<file path="config.mk">
export PLATFORM = sky130hd
export DESIGN_NAME = mem_port_arbiter
export DESIGN_NICKNAME = d
export VERILOG_FILES = /design/src/rtl/mem_port_arbiter_pkg.sv /design/src/rtl/mem_port_arbiter_rr_select.sv /design/src/rtl/mem_port_arbiter.sv
export SDC_FILE = /design/constraint.sdc
export NUM_CORES = 1
export LEC_CHECK = 0
export BUFFER_PORTS_ARGS = -buffer_cell sky130_fd_sc_hd__buf_2
export CORE_AREA = 2 2 118 120
export CTS_CLUSTER_DIAMETER = 30
export DETAILED_ROUTE_END_ITERATION = 10
export DIE_AREA = 0 0 120 122
export PLACE_DENSITY_LB_ADDON = 0.1
export SLEW_MARGIN = 20
export SYNTH_ARGS = -nofsm -noshare
export SYNTH_HDL_FRONTEND = slang
export SYNTH_SLANG_ARGS = --single-unit
export TNS_END_PERCENT = 10
</file>
<file path="constraint.sdc">
create_clock -name clk -period 2.7 [get_ports clk]
set_input_delay 0.135 -clock clk [delete_from_list [all_inputs] [get_ports clk]]
set_output_delay 0.135 -clock clk [all_outputs]
set_load 0.01 [all_outputs]
</file>
<file path="src/rtl/mem_port_arbiter_pkg.sv">
// Shared definitions for the memory data-port arbiter: FSM state encoding,
// default hold limit and a small helper mapping a requester index to its
// ownership state.
package mem_port_arbiter_pkg;

    // Arbiter ownership states. Encoding is fixed so debug tooling can
    // decode the exposed state value without this package.
    typedef enum logic [1:0] {
        ST_IDLE = 2'd0,
        ST_OWN0 = 2'd1,
        ST_OWN1 = 2'd2
    } arb_state_t;

    // Default number of consecutive grants one owner may take while the
    // other requester is waiting.
    localparam int MAX_HOLD_DEFAULT = 8;

    // Ownership state for a given requester index.
    function automatic arb_state_t owner_state(input logic idx);
        return idx ? ST_OWN1 : ST_OWN0;
    endfunction

endpackage

</file>
<file path="src/rtl/mem_port_arbiter_rr_select.sv">
// Two-input round-robin picker. When both requesters are active the one
// named by rr_ptr wins; otherwise the single active requester wins.
// pick=0 selects requester 0, pick=1 selects requester 1. any flags that at
// least one requester is active (pick is meaningless when any=0).
module rr_select (
    input  logic req0,
    input  logic req1,
    input  logic rr_ptr,
    output logic pick,
    output logic any
);

    // Tie goes to rr_ptr; a lone request wins outright.
    always_comb begin
        any  = req0 | req1;
        pick = 1'b0;
        if (req0 && req1) begin
            pick = rr_ptr;
        end else if (req1) begin
            pick = 1'b1;
        end
    end

endmodule

</file>
<file path="src/rtl/mem_port_arbiter.sv">
// Arbiter sharing the single data port of Memory (A2/RD2, A3/WD3/WE3)
// between the CORE load/store path (requester 0) and a debug/loader master
// (requester 1).
//
// Handshake (both requesters): a requester raises reqk and holds
// addrk/wek/wdatak stable while reqk=1. Every cycle in which gntk=1 is one
// completed transfer: a write commits at the clock edge ending that cycle,
// a read captures mem_rd into rdatak at that edge and rvalidk is high for
// exactly the following cycle. gntk is combinational from the owner state
// and reqk, so dropping reqk withdraws the grant in the same cycle.
module mem_port_arbiter
    import mem_port_arbiter_pkg::*;
#(
    parameter int AW       = 32,
    parameter int DW       = 32,
    parameter int MAX_HOLD = MAX_HOLD_DEFAULT
) (
    input  logic          clk,
    input  logic          reset,

    input  logic          req0,
    input  logic          we0,
    input  logic [AW-1:0] addr0,
    input  logic [DW-1:0] wdata0,
    output logic          gnt0,
    output logic          rvalid0,
    output logic [DW-1:0] rdata0,

    input  logic          req1,
    input  logic          we1,
    input  logic [AW-1:0] addr1,
    input  logic [DW-1:0] wdata1,
    output logic          gnt1,
    output logic          rvalid1,
    output logic [DW-1:0] rdata1,

    output logic [AW-1:0] mem_a,
    output logic [DW-1:0] mem_wd,
    output logic          mem_we,
    input  logic [DW-1:0] mem_rd,

    output logic [1:0]    dbg_state,
    output logic          dbg_rr_ptr
);

    // Counter is wide enough to hold MAX_HOLD-1; at least one bit so the
    // MAX_HOLD=1 configuration (switch after every grant) still elaborates.
    localparam int HW = (MAX_HOLD > 1) ? $clog2(MAX_HOLD) : 1;
    localparam logic [HW-1:0] HOLD_LIMIT = HW'(MAX_HOLD - 1);

    arb_state_t    state_q;
    arb_state_t    state_d;
    logic [HW-1:0] hold_cnt_q;
    logic          rr_ptr_q;
    logic          pick;
    logic          any_req;
    logic          hold_limit;
    logic          granted;
    logic          rd_take0;
    logic          rd_take1;

    rr_select u_rr_select (
        .req0   (req0),
        .req1   (req1),
        .rr_ptr (rr_ptr_q),
        .pick   (pick),
        .any    (any_req)
    );

    assign hold_limit = (hold_cnt_q == HOLD_LIMIT);
    assign granted    = gnt0 | gnt1;
    assign rd_take0   = gnt0 & ~we0;
    assign rd_take1   = gnt1 & ~we1;
    assign dbg_state  = state_q;
    assign dbg_rr_ptr = rr_ptr_q;

    // State register.
    always_ff @(posedge clk or posedge reset) begin
        if (reset) begin
            state_q <= ST_IDLE;
        end else begin
            state_q <= state_d;
        end
    end

    // Next-state: claim from IDLE, release on request drop, forced hand-over
    // when the owner has used up its hold budget and the other side waits.
    // A request drop coinciding with the hold limit is simply a release.
    always_comb begin
        state_d = state_q;
        case (state_q)
            ST_IDLE: begin
                if (any_req) begin
                    state_d = owner_state(pick);
                end
            end
            ST_OWN0: begin
                if (!req0) begin
                    state_d = req1 ? ST_OWN1 : ST_IDLE;
                end else if (hold_limit && req1) begin
                    state_d = ST_OWN1;
                end
            end
            ST_OWN1: begin
                if (!req1) begin
                    state_d = req0 ? ST_OWN0 : ST_IDLE;
                end else if (hold_limit && req0) begin
                    state_d = ST_OWN0;
                end
            end
            default: begin
                state_d = ST_IDLE;
            end
        endcase
    end

    // Outputs: grant and port mux follow the current owner; reset kills any
    // write strobe immediately so an in-flight write never commits.
    always_comb begin
        gnt0   = 1'b0;
        gnt1   = 1'b0;
        mem_a  = '0;
        mem_wd = '0;
        mem_we = 1'b0;
        case (state_q)
            ST_OWN0: begin
                gnt0   = req0;
                mem_a  = addr0;
                mem_wd = wdata0;
                mem_we = req0 & we0;
            end
            ST_OWN1: begin
                gnt1   = req1;
                mem_a  = addr1;
                mem_wd = wdata1;
                mem_we = req1 & we1;
            end
            default: begin
                gnt0   = 1'b0;
                gnt1   = 1'b0;
            end
        endcase
        if (reset) begin
            gnt0   = 1'b0;
            gnt1   = 1'b0;
            mem_we = 1'b0;
        end
    end

    // Hold counter and round-robin pointer: count the owner's grants
    // (saturating), restart on any ownership change, and hand the next tie
    // to whoever did not just own the port.
    always_ff @(posedge clk or posedge reset) begin
        if (reset) begin
            hold_cnt_q <= '0;
            rr_ptr_q   <= 1'b0;
        end else begin
            if (state_d != state_q) begin
                hold_cnt_q <= '0;
            end else if (granted && !hold_limit) begin
                hold_cnt_q <= hold_cnt_q + 1'b1;
            end
            if (state_q == ST_OWN0 && state_d != ST_OWN0) begin
                rr_ptr_q <= 1'b1;
            end else if (state_q == ST_OWN1 && state_d != ST_OWN1) begin
                rr_ptr_q <= 1'b0;
            end
        end
    end

    // Read return: capture memory data at the end of a granted read and
    // flag it valid for exactly one cycle.
    always_ff @(posedge clk or posedge reset) begin
        if (reset) begin
            rvalid0 <= 1'b0;
            rvalid1 <= 1'b0;
            rdata0  <= '0;
            rdata1  <= '0;
        end else begin
            rvalid0 <= rd_take0;
            rvalid1 <= rd_take1;
            if (rd_take0) begin
                rdata0 <= mem_rd;
            end
            if (rd_take1) begin
                rdata1 <= mem_rd;
            end
        end
    end

endmodule

</file>
==> metrics.cfg <==
[status]
outcome=complete, no violations

[setup_path]
reg2reg_to=rdata0[5]
r2r_cells=6
cp-start-kind=flip-flop
path_max_fanout=64
end_kind=output port
setup.worst_path.end=mem_wd[10]
crit_start=dbg_state[0]
crit_type=flip-flop to output port
r2r-start=dbg_state[1]
rrSetupSlack_ps=610
crit_required_ps=2570
worst_ep_arrival_time_ps=2340

[synth]
ys_seq_elements=72
synth_cells=348
synth_common_cells=dfrtp_1 (72), a22oi_1 (65), nor2b_1 (65)
synth_seq_area_share=0.459
yosysTopAreaCellShare=0.459
post-synth-top-area-cell=dfrtp_1
yosysWarnings=0
synth.area.top_cells=dfrtp_1 (46%), mux2_1 (18%), a22oi_1 (12%)
postSynthAreaPerCell_um2=11.3
ys.flop_type=dfrtp_1
yosys.cell_types.count=34
synthesis.nets=520
synth_edf_count=0
synth_area_um2=3930
yosysMostFrequentCell=dfrtp_1
async_flop_share=1.00

[final_layout]
syn_to_final_growth_pct=50.3
layout.area.seq_um2=1800
finalNetCount=809
drive_gt1_frac=0.518
multi_input_area_um2=2000
nFillCells=1340
diodes=0

[timing]
timing.hold.ws_ps=29.8
fin_crit_ps=2470
slew_viol_final=0
hold_viol=0
tightestPinTransition_ps=674
maxSlewHeadroom=0.551
final-setup-viol-count=0
tns_ps=0
rsz0062_at_grt=no
period_share=0.915
skew_ps=8.17
fmax_mhz=405

[drt]
dr.first_iter.drc_count=168
ant_nets=0
routed_wl_um=13400
via_per_inst=4.70
drc_errors=0
vias=3860
wl_per_cell_um=16.4
firstDrtPassIters=4

[global_route]
antenna_found_initial=3
grtUsageMet2=0.275
grt_use_met3=0.0623
gr-usage-met1=0.226
grt_pass1_wl_um=19800
grt_busiest_layer=met2
grt_pass1_vias=3607
gr-total-overflow=0
track_usage=0.173
grt_start_max_net_pins=67

[power_and_ir_drop]
powerDensity_nw_per_um2=1050
leakage_nw=3.09
ir_drop_v=0.000516

[cts]
worstSkewPairLatency_ps=330
cts_tree=built
cts_buffer_depth=2
cts.sinks=72
htreeDepth=3
ctsRootBufferMaster=clkbuf_16
clk_pin_slew_worst_paths_ps=60
tritoncts.num_buffers=9

[floorplanning]
coreArea_um2=13500
die_x_um=120
rows=43
die-area_um2=14600
pin_count=302
die-height_um=122
start_util=0.291

[place]
place_hpwl_um=10300
io_buffers=301
routabilityCongestion=0.809

[hold_path]
hold_class=input port to flip-flop

[run]
maxCapViolCount=0

area by class of cell:
| class | instances | share of cell area |
|---|---|---|
| timing repair buffer | 309 | 0.266 |
| inverter | 3 | 0.00191 |
| clock buffer | 10 | 0.0405 |
| clock inverter | 5 | 0.00954 |
| tap | 180 | 0.0382 |
| multi-input combinational | 242 | 0.338 |
| sequential | 72 | 0.305 |
state kept, by name (all words and copies together) (netlist names):
signal,cells
dbg_rr_ptr,1
dbg_state,2
hold_cnt_q,3
rdata0,32
rdata1,32
rvalid0,1
rvalid1,1
logic make-up after synthesis:
kind of cell,after synthesis,synth area share
AND/OR/NAND/NOR,87,0.135
AO/OA/AOI/OAI,80,0.154
flip-flops,72,0.459
multiplexers,68,0.194
buffers and inverters,34,0.0376
adder cells (fa/ha/maj),6,0.0191
XOR/XNOR,1,0.00223
metrics by stage:
| stage | instance area (um^2) | total power [W] | util | setup WS (ps) | instances |
|---|---|---|---|---|---|
| after global placement | 5590 | 0.00498 | 0.414 | 604 | 805 |
| after floorplan | 3930 | 0.00377 | - | 563 | 348 |
| after global routing | 5900 | 0.00665 | 0.437 | 51.0 | 821 |
| final | 5900 | 0.00618 | 0.437 | 229 | 821 |
| after CTS | 5900 | 0.00627 | 0.437 | 152 | 821 |
| after detailed placement | 5590 | 0.00505 | 0.414 | 519 | 805 |
worst min path at each step:
stage	startpoint	cells after the start	to	slack, ps
2_1_floorplan	mem_rd[0]	1	rdata0[0]	270
3_3_place_gp	reset	2	rdata0[19]	250
3_5_place_dp	reset	2	rdata1[19]	240
4_1_cts	mem_rd[12]	2	rdata0[12]	20
5_1_grt	mem_rd[7]	2	rdata0[7]	20
6_report	mem_rd[12]	2	rdata0[12]	30
where the power goes:
part	internal, W	switching [W]	leakage, nW	total (W)
Sequential	0.00157	0.000249	0.898	0.00182
Clock	0.000735	0.000441	0.145	0.00118
Combinational	0.00148	0.00171	2.04	0.00319
layout by cell type (no fill, tap or decap), types with 2 or more instances in the layout:
cell type	count
buf_2	301
dfrtp_1	72
a22oi_1	65
nor2b_1	65
mux2_1	64
clkbuf_16	9
nor2_1	6
buf_4	6
nand2_1	4
ha_1	4
nand2b_1	3
mux2i_1	3
nor3_1	3
nor3_4	2
a21oi_1	2
inv_1	2
a211o_1	2
a31oi_1	2
ha_2	2
clkinv_2	2
per-layer routing:
layer	wire [um]	part of all wire	vias up
li1	-	-	1835
met5	26	0.0019	-
met3	1260	0.094	15
met2	6430	0.48	165
met1	5600	0.42	1841
met4	125	0.0093	4
critical path, cell delays in order, from the launching register on:
cell,delay (ps)
dfrtp_1,450
inv_1,160
ha_2,260
buf_4,550
a22oi_1,270
nor2b_1,160
buf_2,140
repair_timing:
action	CTS	global route
hold endpoints to repair	19	0
setup endpoints to repair	0	1
setup buffers	0	0
hold buffers	1	0
gates resized for setup	0	1
Note: power is estimated with default switching activity, not from simulation.
